## src/rtl/interp_linear_nx.sv

```systemverilog
// interp_linear_nx
//   Linear interpolator that upsamples CHANNELS parallel sample streams by an
//   integer RATIO. Each clk_en loads a new sample pair (x0 <- x1, x1 <- new).
//   A restoring divide then computes the floor step q and remainder r of
//   (x1 - x0) / RATIO over WIDTH+2 cycles. The RUN phase emits RATIO points,
//   one per clk_en_nx, using a remainder accumulator in place of per-step
//   division.
//
//   Build option: define INTERP_ROUND_EN to start the remainder accumulator at
//   floor(RATIO/2), which gives round-half-up points. Without it the points
//   are pure floor.
//
// Parameters
//   WIDTH     sample width per channel
//   RATIO     interpolation factor, 2..256
//   CHANNELS  parallel channels, channel 0 in the LSBs
//   SIGNED    1: two's-complement samples, 0: unsigned
//
// Ports
//   clk         system clock
//   reset       asynchronous active-low reset
//   clk_en      input-rate strobe; sample_in is valid in that cycle
//   clk_en_nx   output-rate strobe
//   flags_clr   clears the sticky overrun/underrun flags
//   sample_in   new sample x1 per channel
//   sample_out  interpolated sample per channel
//   out_valid   one-cycle pulse per new sample_out
//   end_stage   pulses together with the last (RATIO-th) output
//   busy        high while dividing or running
//   overrun     sticky: clk_en arrived before RATIO outputs were produced
//   underrun    sticky: clk_en_nx arrived outside RUN (or together with clk_en)
module interp_linear_nx #(
    parameter int WIDTH    = 8,
    parameter int RATIO    = 10,
    parameter int CHANNELS = 1,
    parameter int SIGNED   = 0
) (
    input  logic                      clk,
    input  logic                      reset,
    input  logic                      clk_en,
    input  logic                      clk_en_nx,
    input  logic                      flags_clr,
    input  logic [CHANNELS*WIDTH-1:0] sample_in,
    output logic [CHANNELS*WIDTH-1:0] sample_out,
    output logic                      out_valid,
    output logic                      end_stage,
    output logic                      busy,
    output logic                      overrun,
    output logic                      underrun
);

    // RW holds any remainder below RATIO plus one headroom bit, so both the
    // divider trial value and rem + r (each < 2*RATIO) fit without overflow.
    localparam int RW = $clog2(RATIO) + 1;
    localparam int KW = $clog2(RATIO);
    localparam int CW = $clog2(WIDTH + 2);

    localparam logic [RW-1:0] RATIO_R = RW'(RATIO);
    localparam logic [KW-1:0] K_LAST  = KW'(RATIO - 1);
    localparam logic [CW-1:0] CNT_FIX = CW'(WIDTH + 1);
    localparam logic [CW-1:0] CNT_MAX = CW'(WIDTH);
    localparam logic signed [WIDTH:0] ONE_S = 1;

`ifdef INTERP_ROUND_EN
    localparam logic [RW-1:0] REM_INIT = RW'(RATIO / 2);
`else
    localparam logic [RW-1:0] REM_INIT = '0;
`endif

    typedef enum logic [1:0] {S_IDLE, S_DIVIDE, S_RUN} state_t;

    state_t          state, state_nxt;
    logic [CW-1:0]   cnt;
    logic [KW-1:0]   k;
    logic            div_step, div_fix, accept, last;
    logic            ovr_set, und_set;

    // Sign- or zero-extend a sample to WIDTH+1 bits.
    function automatic logic signed [WIDTH:0] ext(input logic [WIDTH-1:0] v);
        if (SIGNED != 0) return {v[WIDTH-1], v};
        else             return {1'b0, v};
    endfunction

    // Turn the magnitude quotient into a floor quotient for negative steps.
    function automatic logic signed [WIDTH:0] fix_q(input logic [WIDTH:0] qm,
                                                    input logic [RW-1:0] rm,
                                                    input logic neg);
        if (!neg)          return $signed(qm);
        else if (rm != '0) return -$signed(qm) - ONE_S;
        else               return -$signed(qm);
    endfunction

    // Matching non-negative remainder in [0, RATIO).
    function automatic logic [RW-1:0] fix_r(input logic [RW-1:0] rm,
                                            input logic neg);
        if (neg && rm != '0) return RATIO_R - rm;
        else                 return rm;
    endfunction

    // clk_en always wins over every other action in the same cycle.
    always_comb begin
        div_step = (state == S_DIVIDE) && !clk_en && (cnt <= CNT_MAX);
        div_fix  = (state == S_DIVIDE) && !clk_en && (cnt == CNT_FIX);
        accept   = (state == S_RUN) && clk_en_nx && !clk_en;
        last     = (k == K_LAST);
        ovr_set  = clk_en && (state != S_IDLE);
        und_set  = clk_en_nx && ((state != S_RUN) || clk_en);
    end

    // State register
    always_ff @(posedge clk or negedge reset) begin
        if (!reset) state <= S_IDLE;
        else        state <= state_nxt;
    end

    // Next-state logic
    always_comb begin
        state_nxt = state;
        if (clk_en) begin
            state_nxt = S_DIVIDE;
        end else begin
            case (state)
                S_DIVIDE: if (div_fix) state_nxt = S_RUN;
                S_RUN:    if (accept && last) state_nxt = S_IDLE;
                default:  state_nxt = state;
            endcase
        end
    end

    // Output logic
    always_comb begin
        busy = (state != S_IDLE);
    end

    // Shared control: divide cycle counter, output index, pulses and flags.
    always_ff @(posedge clk or negedge reset) begin
        if (!reset) begin
            cnt       <= '0;
            k         <= '0;
            out_valid <= 1'b0;
            end_stage <= 1'b0;
            overrun   <= 1'b0;
            underrun  <= 1'b0;
        end else begin
            if (clk_en)                   cnt <= '0;
            else if (state == S_DIVIDE)   cnt <= cnt + CW'(1);

            if (div_fix)     k <= '0;
            else if (accept) k <= k + KW'(1);

            out_valid <= accept;
            end_stage <= accept && last;

            if (ovr_set)        overrun <= 1'b1;
            else if (flags_clr) overrun <= 1'b0;

            if (und_set)        underrun <= 1'b1;
            else if (flags_clr) underrun <= 1'b0;
        end
    end

    for (genvar ch = 0; ch < CHANNELS; ch++) begin : g_ch
        logic signed [WIDTH:0] x0, x1, ext_in, delta, y, q, y_nxt;
        logic [WIDTH:0]        mag, dq, dq_nxt;
        logic [RW-1:0]         pr, trial, pr_nxt, r, rem, rem_sum, rem_nxt;
        logic                  neg, ge, carry;
        logic [WIDTH-1:0]      out_r;

        always_comb begin
            ext_in  = ext(sample_in[ch*WIDTH +: WIDTH]);
            delta   = ext_in - x1;
            mag     = delta[WIDTH] ? $unsigned(-delta) : $unsigned(delta);
            // One restoring-divide step: dq shifts the dividend out MSB first
            // and collects quotient bits in its LSB.
            trial   = {pr[RW-2:0], dq[WIDTH]};
            ge      = (trial >= RATIO_R);
            pr_nxt  = ge ? (trial - RATIO_R) : trial;
            dq_nxt  = {dq[WIDTH-1:0], ge};
            // Remainder accumulator: carry adds the extra unit step.
            rem_sum = rem + r;
            carry   = (rem_sum >= RATIO_R);
            rem_nxt = carry ? (rem_sum - RATIO_R) : rem_sum;
            y_nxt   = y + q + $signed({{WIDTH{1'b0}}, carry});
        end

        // Sample pair and output register
        always_ff @(posedge clk or negedge reset) begin
            if (!reset) begin
                x0    <= '0;
                x1    <= '0;
                out_r <= '0;
            end else begin
                if (clk_en) begin
                    x0 <= x1;
                    x1 <= ext_in;
                end
                // y stays within [x0, x1], so dropping the extension bit is lossless.
                if (accept) out_r <= y[WIDTH-1:0];
            end
        end

        // Divider and interpolation datapath; always loaded before use.
        always_ff @(posedge clk) begin
            if (clk_en) begin
                dq  <= mag;
                pr  <= '0;
                neg <= delta[WIDTH];
            end else if (div_step) begin
                dq  <= dq_nxt;
                pr  <= pr_nxt;
            end else if (div_fix) begin
                q   <= fix_q(dq, pr, neg);
                r   <= fix_r(pr, neg);
                y   <= x0;
                rem <= REM_INIT;
            end else if (accept) begin
                y   <= y_nxt;
                rem <= rem_nxt;
            end
        end

        assign sample_out[ch*WIDTH +: WIDTH] = out_r;
    end

endmodule
```

## config.mk

```make
export PLATFORM = sky130hd
export DESIGN_NAME = interp_linear_nx
export DESIGN_NICKNAME = d
export VERILOG_FILES = /design/src/rtl/interp_linear_nx.sv
export SDC_FILE = /design/constraint.sdc
export NUM_CORES = 1
export LEC_CHECK = 0
export CORE_UTILIZATION = 25
export DETAILED_ROUTE_END_ITERATION = 10
export PLACE_DENSITY = 0.5
export SLEW_MARGIN = 20
export SYNTH_ARGS = -nofsm -noshare
export SYNTH_HDL_FRONTEND = slang
export SYNTH_SLANG_ARGS = --single-unit
```

## constraint.sdc

```tcl
create_clock -name clk -period 4.5 [get_ports clk]
set_input_delay 1.125 -clock clk [delete_from_list [all_inputs] [get_ports clk]]
set_output_delay 1.125 -clock clk [all_outputs]
set_load 0.05 [all_outputs]
```

Yosys cells after proc, flatten, opt, wreduce, memory -nomap -nowiden
Index checks and enable logic that the tools add are counted.
{"block": "word_totals", "register_bits": 81, "input_bits": 13, "output_inout_bits": 13, "wordCells": 86}
{"block": "classes", "add_sub_neg": 12, "magnitude_cmp": 3, "n_eq_ne": 7, "mux": 22, "bitwise": 2, "n_reduce_logical": 22}
{"operator": "$mux W9", "count": 6}
{"operator": "$mux W5", "count": 4}
{"operator": "$neg A9 Y9", "count": 2}
{"operator": "$mux W4", "count": 4}
{"operator": "$reduce_bool A2 Y1", "count": 6}
{"operator": "$ge A5 B4 Y1 const B", "count": 2}
{"operator": "$sub A5 B4 Y5 const B", "count": 2}
{"operator": "$add A9 B2 Y9", "count": 1}
{"operator": "$add A9 B9 Y9", "count": 1}
{"operator": "$logic_and A1 B1 Y1", "count": 9}
{"operator": "$reduce_and A3 Y1", "count": 3}
{"operator": "$sub A8 B8 Y9", "count": 1}
{"operator": "$sub A9 B2 Y9 const B", "count": 1}
{"operator": "$add A4 B1 Y4 const B", "count": 2}
{"operator": "$eq A4 B4 Y1 const B", "count": 2}
{"operator": "$mux W8", "count": 1}
{"operator": "$mux W2", "count": 3}
{"operator": "$add A5 B5 Y5", "count": 1}
{"operator": "$reduce_bool A5 Y1", "count": 1}
{"operator": "$sub A4 B5 Y5 const A", "count": 1}
{"operator": "$le A4 B4 Y1 const B", "count": 1}
{"operator": "$pmux W2 S2", "count": 1}
{"operator": "$mux W1", "count": 3}
{"operator": "$ne A3 B2 Y1 const B", "count": 1}
{"operator": "other kinds (8)", "count": 9}

Logic depth before layout (Yosys ltp)
Gate-level depths: netlist of the first run.
{"block": "depth", "word_depth": 7, "ltp_mapped": 15, "mapped_depth_nobuf": 15}

Worst setup path after synthesis of the first run
OpenSTA, ideal clock, no wires.
{"block": "synth_path", "kind": "register to register", "from": "register g_ch[0].r[0]", "to": "register g_ch[0].y[6], data pin", "setup_ps": 157, "arrival_time_ps": 3319, "required_ps": 4343, "setup_slack_ps": 1024, "stages_incl_launch_ff": 16, "n_path_buf": 0, "period_less_slack_ps": 3476, "path_cell_list": "edfxtp_1 > ha_1 > fa_1 > xor2_1 > inv_1 > ha_1 > o31ai_1 > a21boi_1 > fa_1 > fa_1 > nor2b_1 > o21ai_0 > a21boi_0 > o21ai_0 > nor4b_1 > nor3_1"}
{"block": "synth_between", "elab_chain_cells": 5}
{"item": "start: declaration", "line": "165", "text": "logic [RW-1:0] pr, trial, pr_nxt, r, rem, rem_sum, rem_nxt;"}
{"item": "start signal: assignment", "line": "213", "text": "r <= fix_r(pr, neg);"}
{"item": "$add A5 B5 Y5", "line": "180", "text": "rem_sum = rem + r;"}
{"item": "$ge A5 B4 Y1", "line": "181", "text": "carry = (rem_sum >= RATIO_R);"}
{"item": "$add A9 B2 Y9", "line": "183", "text": "y_nxt = y + q + $signed({{WIDTH{1'b0}}, carry});"}
{"item": "$mux W9", "line": "216", "text": "end else if (accept) begin"}
{"item": "$mux W8", "line": "211", "text": "end else if (div_fix) begin"}
{"item": "end signal: assignment", "line": "217", "text": "y <= y_nxt;"}
{"item": "end: declaration", "line": "163", "text": "logic signed [WIDTH:0] x0, x1, ext_in, delta, y, q, y_nxt;"}
Every way passes these cells. The select of a mux whose other input is x is not followed.
A chain may end at the register's enable or synchronous reset.

Final worst setup path of the first run
Same ends and word-level chain as after synthesis.

==> results of run 1 <==
stage by stage:
step	hold slack, ns	setup WS [ns]
finish	0.502	0.548
detailed placement	0.484	0.549
global placement	0.485	0.622
floorplan	0.447	1.02
CTS	0.501	0.527
global route	0.523	0.267
critical path: stages (launching register included):
cell and delay (ns):
edfxtp_1 0.37, ha_1 0.25, fa_1 0.42, xor2_1 0.25, inv_1 0.09, ha_1 0.23
o31ai_1 0.09, a21boi_1 0.19, fa_1 0.47, fa_1 0.42, nor2b_1 0.13, o21ai_0 0.11
a21boi_0 0.28, o21ai_0 0.14, nor4b_1 0.16, nor3_1 0.19
area by class of cell:
cell class	instances	area, sq um
clock inverter	3	15.0
inverter	37	139
clock buffer	13	283
fill	1839	12500
timing repair buffer	30	278
sequential	79	2130
multi-input combinational	313	2240
tap	229	287
cell usage in the layout (no fill, tap or decap), types with 6 or more instances in the layout:
cell              n
a21oi_1          25
clkbuf_16        11
clkdlybuf4s50_1  23
dfrtp_1          38
edfxtp_1         36
ha_1             29
inv_1            37
mux2_2           18
nand2_1          34
nand2b_1          7
nor2_1           42
nor2b_1           6
nor3_1            9
o21ai_0          30
o31ai_1           8
xnor2_1          18
xor2_1           18
registers in the layout, summed over array words and instances (netlist names), 8 cells and up:
signal	cells
g_ch.x0	8
sample_out	8
g_ch.dq	9
g_ch.x1	8
g_ch.q	8
g_ch.y	8
cells in the mapped netlist (3+ instances only):
library cell  number  area [sq um]
or3_1              4          25.0
xnor2_1           18           158
nor3_1             9          45.0
a21o_1             5          37.5
fa_1               4          80.1
edfxtp_1          36          1080
nor2b_1            6          37.5
nand2b_1           7          43.8
nand3_1            5          25.0
inv_1             37           139
clkbuf_1          12          45.0
nand2_1           34           128
dfxtp_1            5           100
mux2_2            18           203
dfrtp_1           38           951
nor2_1            42           158
and2_1             3          18.8
o21ai_0           30           150
a21oi_1           25           125
ha_1              29           363
xor2_1            18           158
o31ai_1            8          60.1
nand4_1            4          25.0
logic make-up (layout without fill, tap and decap cells):
group                    after synthesis  count (layout)
multiplexers                          20              20
AO/OA/AOI/OAI                         92              92
buffers and inverters                 52              83
AND/OR/NAND/NOR                      132             132
XOR/XNOR                              36              36
flip-flops                            79              79
adder cells (fa/ha/maj)               33              33
final timing paths:
kind	slack (ns)	cells after the start	startpoint	end
min in group asynchronous	0.91	1	reset	k[3]
hold / removal	0.50	1	sample_out[1]	sample_out[1]
hold reg to reg	0.50	1	sample_out[1]	sample_out[1]
setup reg to reg	0.55	15	g_ch[0].r[0]	g_ch[0].y[6]
setup / recovery	0.55	15	g_ch[0].r[0]	g_ch[0].y[6]
max in group asynchronous	3.04	1	reset	g_ch[0].x1[5]
layer usage:
layer,track usage,routed length (um),vias to the layer above
met1,0.148,4610,1566
met4,0.0366,118,0
met5,0,0,-
met2,0.169,4250,51
li1,-,-,1614
met3,0.0196,273,12
power by group through the flow:
stage | combinational, W | clock (W) | sequential, W
5_1_grt | 0.000525 | 0.000767 | 0.000937
6_report | 0.000458 | 0.000707 | 0.000923
4_1_cts | 0.000461 | 0.000732 | 0.000923
3_3_place_gp | 0.000451 | 0 | 0.000934
3_5_place_dp | 0.000458 | 0 | 0.000937
2_1_floorplan | 0.000390 | 0 | 0.000889
==> results.yml, run 1 <==
timing:
  tightest_slew_ns: 0.868
  rsz0062_at_grt: "false"
  period_share: 0.878
  min_period_ns: 3.95
  setup_tns_ns: 0
  hold_viol_final: 0
  max_freq_ghz: 0.253
  finalSetupViolations: 0
  drv_slew: 0
  slew_headroom: 0.421
  finalClockSkew_ns: 0.00774
cts:
  clk-insertion-delay-late_ns: 0.33
  cts_setup_buffers: 0
  cts_root_buf: "clkbuf_16"
  numCtsBuffers: 9
  path_clk_slew_ns: 0.06
  ctsHoldBuffers: 0
  clockBufferDepth: 2
  cts_max_level: 3
  cts_tree: "built"
  clkSinkCount: 79
  cts_resized: 0
synthesis:
  synthCells: 444
  ys_ff_latch: 79
  syn-cell-area_sq_um: 4560
  synthArstFlopShare: 0.481
  synth_ff_type: "dfrtp_1"
  yosys_warnings: 0
  yosys.area_share.simple: 0.145
  avgSynthCellArea_sq_um: 10.3
  synth_edf_count: 36
  synth_compound_gate_area_share: 0.129
  synth_top_family_by_area: "simple AND/OR/NAND/NOR gates"
  yosys.area_share.adder: 0.0970
  ys_seq_area_frac: 0.467
  synthMuxAreaShare: 0.0488
  synth_cell_types: 59
  syn-num-nets: 490
  synth-xor-area-share: 0.0691
hold_path:
  min-delay-path-class: "register to register"
die:
  die-area_sq_um: 18800
  core_area_sq_um: 17900
  die_height_um: 137
  num_rows: 49
  start_util: 0.255
  die_w_um: 137
  pin_count: 26
flow_run:
  drv_cap: 0
worst_setup_path:
  worstPathRequired_ns: 4.67
  start_kind: "register"
  arrival_ns: 4.12
  critPathCaptureType: "register"
  crit_type: "register to register"
  worstPathMaxFanout: 5
power_and_ir_drop:
  power_frac_clock: 0.339
  p_int_w: 0.00148
  leakagePower_nw: 2.22
  power_w: 0.00209
  p_comb_frac: 0.220
  p_switching_w: 0.000604
  swShare: 0.289
  p_per_area_nw_per_um2: 389
  irDropWorstVdd_uv: 151
  sequentialPowerShare: 0.442
run_status:
  status: "completed"
final_layout:
  area_growth_pct: 17.6
  final_nets: 516
  stdcell_area_sq_um: 5370
  fin_util: 0.300
  fin_cells: 704
  final_layout_size_suffix_gt1_frac: 0.105
  diodes: 0
route:
  antenna_left: 0
  detail_route.first_pass.iterations: 4
  vias: 3243
  wirelength_um: 9260
  drt-initial-drc-count: 185
  vias_per_cell: 4.61
  drc: 0
  wl_per_cell_um: 13.2
place:
  dp_hpwl_um: 7020
  placedInstanceArea_sq_um: 5070
  place_congestion: 0.839
  numPortBuffers: 25
  dp.cells: 688
grt:
  antenna_found_initial: 0
  grtUsageTotal: 0.108
  grt_pass1_wl_um: 15800
  grt_pass1_vias: 3191
  grt_max_degree: 51
  gr-total-overflow: 0
No activity file was read; power rests on OpenSTA's default activity.
==> run 2, diff against run 1 <==
--- a/config.mk
+++ b/config.mk
@@ -8,6 +8,7 @@
 export CORE_UTILIZATION = 25
 export DETAILED_ROUTE_END_ITERATION = 10
 export PLACE_DENSITY = 0.5
+export RECOVER_POWER = 100
 export SLEW_MARGIN = 20
 export SYNTH_ARGS = -nofsm -noshare
 export SYNTH_HDL_FRONTEND = slang
==> run 2 against run 1 <==
  * The flow now finishes with violations (capacitance limit, slew limit)
  * Maximum frequency down 2.6%
  * First-iteration DRC count up 9.7%
  * Routed wire length up 0.14%
  * Hold slack worse by 0.0056 ns
  * Clock-buffer cell count unchanged
  * Utilization down 0.26 points
  * Flip-flop and latch count unchanged
  * Via count down 0.15%
  * Register-to-register slack worse by 0.10 ns
  * Critical path type unchanged
  * Highest routed layer unchanged
==> results.yml, run 2 (synthesized netlist as in run 1, its figures left out) <==
grt:
  grt_pass1_wl_um: 15800
  antenna_found_initial: 0
  gr-total-overflow: 0
  grt_max_degree: 51
  grtUsageTotal: 0.108
  grt_pass1_vias: 3191
route:
  drt-initial-drc-count: 203
  vias_per_cell: 4.60
  detail_route.first_pass.iterations: 4
  vias: 3238
  antenna_left: 0
  wirelength_um: 9270
  drc: 0
  wl_per_cell_um: 13.2
power_and_ir_drop:
  irDropWorstVdd_uv: 151
  p_per_area_nw_per_um2: 389
  p_int_w: 0.00147
  sequentialPowerShare: 0.444
  p_switching_w: 0.000596
  leakagePower_nw: 2.22
  p_comb_frac: 0.215
  swShare: 0.288
  power_frac_clock: 0.341
  power_w: 0.00207
final_layout:
  diodes: 0
  final_nets: 516
  final_layout_size_suffix_gt1_frac: 0.0842
  fin_cells: 704
  fillers: 1846
  stdcell_area_sq_um: 5320
  final_cell_mix: "42 x nor2_1, 38 x dfrtp_1, 37 x inv_1, 36 x edfxtp_1, 34 x nand2_1"
  area_growth_pct: 16.6
  largest_register: "g_ch.dq"
  final_common_cell: "nor2_1"
  largest_reg_flops: 9
worst_setup_path:
  cpMostUsedCell: "fa_1"
  crit_type: "register to register"
  start_kind: "register"
  r2r_cells: 15
  worstSetupStartpoint: "g_ch[0].r[0]"
  worstPathRequired_ns: 4.66
  path_cells: "ha_1, fa_1, xor2_1, inv_1, ha_1, o31ai_1, a21boi_0, fa_1, fa_1, nor2b_1, o21ai_0, a21boi_0, o21ai_0, nor4b_1, nor3_1"
  worstPathMaxFanout: 5
  reg2reg_slack_ns: 0.44
  critPathCaptureType: "register"
  crit_path_max_incr_delay_ns: 0.49
  slowest_stage: "fa_1"
  reg2reg_to: "g_ch[0].y[6]"
  arrival_ns: 4.22
  r2r_start: "g_ch[0].r[0]"
  endpoint: "g_ch[0].y[6]"
timing:
  slew_headroom: -0.460
  rsz0062_at_grt: "false"
  timing.hold.ws_ns: 0.496
  max_freq_ghz: 0.247
  tightest_slew_ns: 2.19
  finalSetupViolations: 0
  hold_viol_final: 0
  setup_tns_ns: 0
  finalClockSkew_ns: 0.00716
  min_period_ns: 4.06
  period_share: 0.901
  drv_slew: 90
die:
  die_w_um: 137
  core_area_sq_um: 17900
  start_util: 0.255
  die-area_sq_um: 18800
  die_height_um: 137
  num_rows: 49
  pin_count: 26
cts:
  ctsHoldBuffers: 0
  clockBufferDepth: 2
  cts_setup_buffers: 0
  cts_tree: "built"
  numCtsBuffers: 9
  path_clk_slew_ns: 0.06
  cts_resized: 0
  cts_root_buf: "clkbuf_16"
  cts_max_level: 3
  clkSinkCount: 79
  clk-insertion-delay-late_ns: 0.33
place:
  dp.cells: 688
  dp_hpwl_um: 7020
  placedInstanceArea_sq_um: 5070
  place_congestion: 0.839
  numPortBuffers: 25
run_status:
  violations: "capacitance limit, slew limit"
  status: "complete, but fails checks"
flow_run:
  drv_cap: 2
hold_path:
  min-delay-path-class: "register to register"
run 2: cell count changes in the layout (fill, tap and decap cells not counted), sizes merged:
cell           change
clkdlybuf4s50     -14
dlygate4sd3       +14
buf                -5
clkbuf             +5
run 2: final cells by class:
type | count | area, sq um | area share
multi-input cells | 313 | 2200 | 0.414
flip-flops and latches | 79 | 2130 | 0.401
well taps | 229 | 287 | 0.0538
clock buffers | 13 | 283 | 0.0531
repair buffers | 30 | 263 | 0.0494
inverters | 37 | 139 | 0.0261
clock inverters | 3 | 15.0 | 0.00282
run 2: how the worst min path moves through the flow:
stage | cells past startpoint | endpoint | slack [ns] | from
after floorplan | 2 | g_ch[0].pr[0] | 0.45 | g_ch[0].dq[8]
after global placement | 2 | g_ch[0].pr[0] | 0.49 | g_ch[0].dq[8]
after detailed placement | 2 | g_ch[0].pr[0] | 0.48 | g_ch[0].dq[8]
after CTS | 2 | g_ch[0].pr[0] | 0.50 | g_ch[0].dq[8]
final | 1 | sample_out[1] | 0.50 | sample_out[1]
after global routing | 2 | g_ch[0].pr[0] | 0.52 | g_ch[0].dq[8]
run 2: power groups by stage:
stage	clock [W]	sequential (W)	combinational, W
detailed placement	0	0.000937	0.000458
floorplan	0	0.000889	0.000390
global route	0.000767	0.000932	0.000508
global placement	0	0.000934	0.000451
finish	0.000706	0.000919	0.000444
CTS	0.000732	0.000923	0.000461
run 2: worst max-delay path: cells and delay by family (launching register included):
kind            cells  cell delay (ns)
fa+ha+maj           5             1.81
compound gates      5             0.87
simple gates        3             0.50
flops               1             0.37
xor+xnor            1             0.25
buf+inv             1             0.09
run 2: per-stage QoR:
stage | util | setup WS [ns]
final | 0.297 | 0.445
after global routing | 0.297 | 0.149
after CTS | 0.300 | 0.527
after detailed placement | 0.283 | 0.549
after global placement | 0.283 | 0.622
after floorplan | - | 1.02
run 2: per-layer routing:
metal / global-route usage / routed length, um / vias to the layer above / part of all wire
met1: 0.148 / 4630 / 1557 / 0.50
met3: 0.0196 / 269 / 13 / 0.029
met4: 0.0366 / 124 / 0 / 0.013
met5: 0 / 0 / - / 0
met2: 0.169 / 4250 / 53 / 0.46
li1: - / - / 1615 / -
==> run 3, diff against run 2 <==
--- a/config.mk
+++ b/config.mk
@@ -6,6 +6,7 @@
 export NUM_CORES = 1
 export LEC_CHECK = 0
 export CORE_UTILIZATION = 25
+export CTS_CLUSTER_DIAMETER = 100
 export DETAILED_ROUTE_END_ITERATION = 10
 export PLACE_DENSITY = 0.5
 export RECOVER_POWER = 100
==> results of run 3 <==
No change in the layout: final DEF, timing and power equal those of run 2.
